**src/rtl/key_debounce_encoder.sv**
```systemverilog
// rtl/key_debounce_encoder.sv - button synchroniser, debouncer and press-event serialiser
// Optional build macro: KEY_AUTO_REPEAT_EN (per-button hold auto-repeat).
// Button vectors are ordered {U,L,R}: bit 2 = up, bit 1 = left, bit 0 = right.
module key_debounce_encoder #(
  parameter int DEBOUNCE_MS      = 10,
  parameter int REPEAT_DELAY_MS  = 400,
  parameter int REPEAT_PERIOD_MS = 150
) (
  input  logic       clk,
  input  logic       rst,
  input  logic       one_ms_tick,
  input  logic       btnU,
  input  logic       btnL,
  input  logic       btnR,
  output logic [1:0] key_code,
  output logic       key_valid,
  output logic [2:0] btn_level
);

  // Parameter range checks at elaboration time.
  if (DEBOUNCE_MS < 1 || DEBOUNCE_MS > 15) begin : g_chk_db
    $error("DEBOUNCE_MS out of range 1..15");
  end
  if (REPEAT_DELAY_MS < 1 || REPEAT_DELAY_MS > 1023) begin : g_chk_rd
    $error("REPEAT_DELAY_MS out of range 1..1023");
  end
  if (REPEAT_PERIOD_MS < 1 || REPEAT_PERIOD_MS > 1023) begin : g_chk_rp
    $error("REPEAT_PERIOD_MS out of range 1..1023");
  end

  localparam logic [3:0] DB_LAST = 4'(DEBOUNCE_MS - 1);

  logic [2:0] w_raw;
  logic [2:0] r_meta;
  logic [2:0] r_sync;
  logic [2:0] r_level;
  logic [3:0] r_cnt [3];
  logic [2:0] r_pending;
  logic [2:0] w_accept;
  logic [2:0] w_rise;
  logic [2:0] w_set;
  logic [2:0] w_grant;
  logic [1:0] w_code;

  assign w_raw     = {btnU, btnL, btnR};
  assign btn_level = r_level;

  // Two-flop synchroniser for the asynchronous raw buttons.
  always_ff @(posedge clk or posedge rst) begin
    if (rst) begin
      r_meta <= 3'b000;
      r_sync <= 3'b000;
    end else begin
      r_meta <= w_raw;
      r_sync <= r_meta;
    end
  end

  // A button flips its debounced level on the tick that completes the count.
  always_comb begin
    w_accept = 3'b000;
    for (int i = 0; i < 3; i++) begin
      w_accept[i] = (r_sync[i] != r_level[i]) && one_ms_tick && (r_cnt[i] == DB_LAST);
    end
  end

  assign w_rise = w_accept & r_sync;

  // Per-button debounce counter; any return to the current level restarts it.
  always_ff @(posedge clk or posedge rst) begin
    if (rst) begin
      r_level <= 3'b000;
      for (int i = 0; i < 3; i++) begin
        r_cnt[i] <= 4'd0;
      end
    end else begin
      for (int i = 0; i < 3; i++) begin
        if (r_sync[i] == r_level[i]) begin
          r_cnt[i] <= 4'd0;
        end else if (one_ms_tick) begin
          if (w_accept[i]) begin
            r_level[i] <= r_sync[i];
            r_cnt[i]   <= 4'd0;
          end else begin
            r_cnt[i] <= r_cnt[i] + 4'd1;
          end
        end
      end
    end
  end

`ifdef KEY_AUTO_REPEAT_EN
  localparam logic [9:0] REP_LAST   = 10'(REPEAT_DELAY_MS - 1);
  localparam logic [9:0] REP_RELOAD = 10'((REPEAT_DELAY_MS > REPEAT_PERIOD_MS) ?
                                          (REPEAT_DELAY_MS - REPEAT_PERIOD_MS) : 0);

  logic [9:0] r_hold [3];
  logic [2:0] w_repeat;

  // A held button fires a repeat on the tick that would reach the delay.
  always_comb begin
    w_repeat = 3'b000;
    for (int i = 0; i < 3; i++) begin
      w_repeat[i] = r_level[i] && one_ms_tick && (r_hold[i] == REP_LAST);
    end
  end

  // Hold counter: zero while released (which also clears it on the press edge).
  always_ff @(posedge clk or posedge rst) begin
    if (rst) begin
      for (int i = 0; i < 3; i++) begin
        r_hold[i] <= 10'd0;
      end
    end else begin
      for (int i = 0; i < 3; i++) begin
        if (!r_level[i]) begin
          r_hold[i] <= 10'd0;
        end else if (one_ms_tick) begin
          if (w_repeat[i]) begin
            r_hold[i] <= REP_RELOAD;
          end else begin
            r_hold[i] <= r_hold[i] + 10'd1;
          end
        end
      end
    end
  end

  assign w_set = w_rise | w_repeat;
`else
  assign w_set = w_rise;
`endif

  // Fixed-priority pick of one pending event: U, then L, then R.
  always_comb begin
    w_grant = 3'b000;
    w_code  = 2'b00;
    if (r_pending[2]) begin
      w_grant = 3'b100;
      w_code  = 2'b01;
    end else if (r_pending[1]) begin
      w_grant = 3'b010;
      w_code  = 2'b10;
    end else if (r_pending[0]) begin
      w_grant = 3'b001;
      w_code  = 2'b11;
    end
  end

  // Emit one event per cycle; a new set on the same edge overrides the clear.
  always_ff @(posedge clk or posedge rst) begin
    if (rst) begin
      r_pending <= 3'b000;
      key_code  <= 2'b00;
      key_valid <= 1'b0;
    end else begin
      r_pending <= (r_pending & ~w_grant) | w_set;
      key_code  <= w_code;
      key_valid <= |r_pending;
    end
  end

endmodule
```
**config.mk**
```make
export PLATFORM = sky130hd
export DESIGN_NAME = key_debounce_encoder
export DESIGN_NICKNAME = d
export VERILOG_FILES = /design/src/rtl/key_debounce_encoder.sv
export SDC_FILE = /design/constraint.sdc
export NUM_CORES = 1
export LEC_CHECK = 0
export CAP_MARGIN = 0
export CORE_MARGIN = 1
export CORE_UTILIZATION = 45
export DETAILED_ROUTE_END_ITERATION = 8
export GPL_TIMING_DRIVEN = 0
export PLACE_DENSITY = 0.73
export SLEW_MARGIN = 20
export SYNTH_ARGS = -nofsm -noshare
export SYNTH_HDL_FRONTEND = slang
export SYNTH_SLANG_ARGS = --single-unit
```
**constraint.sdc**
```tcl
create_clock -name clk -period 4.6 [get_ports clk]
set_clock_uncertainty 0.2 [all_clocks]
set_input_delay 0.92 -clock clk [delete_from_list [all_inputs] [get_ports clk]]
set_output_delay 0.92 -clock clk [all_outputs]
set_load 0.01 [all_outputs]
```
=== After elaboration in Yosys (flattened, before gate mapping) ===
Index checks and enable logic that the tools add are counted.

* Flip-flop bits (word level): 27
* Input port bits: 6
* Logic and storage cells: 58

* Add/sub/neg operators: 3
* Eq/ne operators: 9
* Multiplexer cells: 15
* Bitwise operators: 7
* Reductions and logical operators: 13

{| class="wikitable"
|+ Operator list
! cell !! number
|-
| 4-bit 2-to-1 mux || 9
|-
| 4-bit by 1-bit adder with 4-bit output, second input constant || 3
|-
| 4-bit == test, second input constant || 3
|-
| 3-bit AND reduction || 3
|-
| 2-bit 2-to-1 mux || 4
|-
| 3-bit AND || 2
|-
| 1-bit logical AND || 6
|-
| 2-bit nonzero test || 3
|-
| 1-bit == test || 3
|-
| 3-bit 2-to-1 mux || 1
|-
| 1-bit inequality test || 3
|-
| 1-bit inverter || 3
|-
| 3-bit inverter || 1
|-
| 3-bit bitwise OR || 1
|-
| 3-bit OR reduction || 1
|-
| 1-bit 2-to-1 mux || 1
|}

=== Logic depth before layout (Yosys ltp) ===
* Depth in word-level cells: 6
* Depth in mapped cells: 5
* Mapped depth without buffers: 5

=== Worst setup path after synthesis ===
Ideal clock, no wire load.

* Path kind: input port to flip-flop
* Start point: in one_ms_tick
* End point: reg r_cnt[2] (netlist bit)
* Arrival: 1,526 ps
* Data required time: 4,322 ps
* Path slack: 2,797 ps
* Stages on the path: 4
* Path buffers: 1
* Cells stage by stage: buf_4 -> nand2_2 -> or3b_1 -> a21oi_1

* Word-level cells in the longest chain between the ends: 5
* Elaborated cells between the ends (all ways): 6
* Those cells by class: 3 x mux; 3 x reduce/logical

{| class="wikitable"
|+ Ends and longest elaborated chain
! item !! RTL line !! source
|-
| start, declared || 11 || <nowiki>input logic one_ms_tick,</nowiki>
|-
| 1-bit logical AND (2 in series) || 63 || <nowiki>w_accept[i] = (r_sync[i] != r_level[i]) && one_ms_tick && (r_cnt[i] == DB_LAST);</nowiki>
|-
| 4-bit 2-to-1 mux || 81 || <nowiki>if (w_accept[i]) begin</nowiki>
|-
| 4-bit 2-to-1 mux || 80 || <nowiki>end else if (one_ms_tick) begin</nowiki>
|-
| 4-bit 2-to-1 mux || 78 || <nowiki>if (r_sync[i] == r_level[i]) begin</nowiki>
|-
| end signal, assigned by index || 85 || <nowiki>r_cnt[i] <= r_cnt[i] + 4'd1;</nowiki>
|-
| end, declared || 37 || <nowiki>logic [3:0] r_cnt [3];</nowiki>
|}

Parallel ways exist; a longest one is shown, timed or not. The select of a mux whose other input is x is not followed.
A chain may end at the register's enable or synchronous reset.

=== Worst setup path in the final report ===
* Start point: reg r_level[2], in the netlist btn_level[2]
* End point: out btn_level[2]

{| class="wikitable"
|+ RTL lines
! item !! RTL line !! source
|-
| start, declared || 36 || <nowiki>logic [2:0] r_level;</nowiki>
|-
| start signal, assigned by index || 82 || <nowiki>r_level[i] <= r_sync[i];</nowiki>
|-
| end, declared || 17 || <nowiki>output logic [2:0] btn_level</nowiki>
|}

No word-level cell between the ends.

==> qor.yml <==
synth_mux_area_share_pct: 2.73
syn_inst: 111
diodes: 0
arrival_ns: 1.33
cts_tree: "yes"
clkLatencyLatePin_ns: 0.32
postSynth.asyncResetShare_pct: 100
critPathCaptureType: "output port"
peakVddDrop_uv: 249
initial_core_util_pct: 48.6
hp-class: "flip-flop to flip-flop"
period_share_pct: 53.4
grt_overflow: 0
ys_ff_latch: 27
power_density_nw_per_um2: 270
total_leakage_power_nw: 0.616
wl_per_cell_um: 13.7
hold_buffers: 0
clock_sinks: 27
drive_above_1_share_pct: 3.97
cp.required_ns: 3.48
fin_crit_ns: 2.45
ctsResizeCount: 0
synthAdderAreaFrac_pct: 6.07
die_w_um: 54.4
gp_congestion: 0.803
cts-buffers-inserted: 3
root_buffer: "clkbuf_4"
grt_pass1_wl_um: 3480
grt_max_degree: 28
yosys.area_share.simple_pct: 21.1
outcome: "finished clean"
ys_types: 22
critPathLaunchType: "flip-flop"
finalPower_uw: 381
synth_top_cell_by_area: "dfrtp_1"
path_buf_inv: 1
rows: 18
routed_wl_um: 2140
synth_compound_area_share_pct: 10.9
cpLargestDelayFamily: "buffers and inverters"
r2r_cells: 5
cp_slowest_cell: "clkdlybuf4s50_1"
drtPass1Iterations: 4
grt_pass1_vias: 843
setup_viol_count_final: 0
synth_top_family_by_area: "simple AND/OR/NAND/NOR gates"
synth-edff-count: 0
drc: 0
via_count: 878
cap_violations: 0
h-tree-depth: 1
syn-num-nets: 123
holdPathStages: 0
core_um2: 2540
crit_path_max_fanout: 4
syn_area_um2: 1240
fin_nets: 139
dp_hpwl_um: 1560
yosysSeqAreaShare_pct: 54.6
antenna_left: 0
cp_cell_sequence: "clkdlybuf4s50_1"
yosys_warnings: 0
grt_usage_pct: 17.1
cts_max_path_buffers: 2
clk_pin_slew_ns: 0.14
portBuffers: 11
die_area_um2: 2960
crit_cells: 1
synthFlopType: "dfrtp_1"
yosys-top-cells-area: "dfrtp_1 55%, ha_1 6.1%, nand3b_1 5.5%"
yosys.area_share.xor_xnor_pct: 2.12
fp.dieH_um: 54.4
syn_avg_cell_area_um2: 11.1
worst_pin_slew_ns: 0.944
area_growth_pct: 14.1
crit_path_max_incr_delay_ns: 0.57
drv_slew: 0
critical_path_class: "flip-flop to output port"
vias_per_cell: 5.63
tns_ns: 0
slew_headroom_pct: 36.7
drtIter0Drc: 19
fmax_mhz: 407
grt_antenna_before_repair: 0
cts_setup_buffers: 0
synth_top_area_share_pct: 54.6
grt_setup_unrepaired: "no"
io_pins: 12
hold_viol: 0
==> state kept, by name, summed over array words and instances, names as in the netlist <==
register	cells
key_code	2
key_valid	1
btn_level	3
r_cnt	12
r_pending	3
r_sync	3
r_meta	3
==> stage by stage <==
step	hold WS, ns	cells	utilization, %	area (µm²)	setup WS, ns
after floorplan	0.131	111	-	1240	2.80
after global placement	0.133	152	54.4	1390	2.08
after detailed placement	0.143	152	54.4	1390	2.02
after CTS	0.183	156	55.5	1410	2.15
after global routing	0.181	156	55.5	1410	2.08
final	0.176	156	55.5	1410	2.15
==> cells by family (layout without fill, tap and decap cells) <==
| family | after synthesis | count (layout) |
|---|---|---|
| multiplexers | 3 | 3 |
| AND/OR/NAND/NOR | 40 | 40 |
| flip-flops | 27 | 27 |
| AO/OA/AOI/OAI | 25 | 25 |
| XOR/XNOR | 3 | 3 |
| buffers and inverters | 7 | 22 |
| adder cells (fa/ha/maj) | 6 | 6 |
==> synthesized netlist by cell type, types with 2 or more instances <==
cell,number
a21boi_0,3
a21oi_1,12
and4b_1,3
dfrtp_1,27
ha_1,6
inv_1,5
mux2_1,3
nand2_1,9
nand2b_1,8
nand3b_1,9
nand4b_1,3
nor2_1,2
o21ai_0,8
or3b_1,3
xnor2_1,3
==> layer usage <==
layer / vias up / share of wire (%) / global-route usage (%)
li1: 422 / - / -
met3: 8 / 4.6 / 5.00
met1: 417 / 43 / 17.1
met2: 31 / 50 / 31.7
met5: - / 0 / 0
met4: 0 / 2.4 / 8.12
==> cells in the final DEF (no fill, tap or decap) <==
cell type	n
mux2_1	3
clkdlybuf4s50_1	11
clkbuf_1	2
a21oi_1	12
nor2_1	2
clkbuf_4	3
or3b_1	3
inv_1	4
o21ai_1	1
o21ai_0	8
a21o_1	1
nor3b_1	1
ha_1	6
xnor2_1	3
nand3b_1	9
nand2b_1	8
dfrtp_1	27
clkinv_1	1
nand2_1	9
and4b_1	3
or3_1	1
nand4b_1	3
nand2_2	1
buf_4	1
a21boi_0	3
==> power breakdown <==
part / switching [mW] / total [mW] / leakage, nW / internal [mW]
Combinational: 0.0162 / 0.0300 / 0.242 / 0.0139
Clock: 0.0659 / 0.0999 / 0.0150 / 0.0339
Sequential: 0.00699 / 0.251 / 0.359 / 0.244
==> worst register-to-register path: cells and delay by family, from the launching register on <==
kind            cells  cell delay, ns
compound gates      1            0.14
flops               1            0.46
buf+inv             1            0.07
simple gates        2            0.54
fa+ha+maj           1            0.22
==> layout make-up <==
cell class,instances,area [µm²]
fillers,237,1130
flip-flops and latches,27,676
multi-input cells,77,532
repair buffers,11,110
well taps,30,37.5
clock buffers,4,26.3
inverters,5,18.8
plain buffers,2,11.3
==> path summary, 6_finish.rpt <==
check | endpoint | start | slack [ns]
max | btn_level[2] | btn_level[2] | 2.15
min | r_sync[1] | r_meta[1] | 0.18
max reg2reg | r_cnt[2] | r_cnt[1] | 2.92
min reg2reg | r_sync[1] | r_meta[1] | 0.18
max in group asynchronous | r_cnt[8] | rst | 2.98
min in group asynchronous | r_cnt[5] | rst | 0.79
Note: power is estimated with default switching activity, not from simulation.
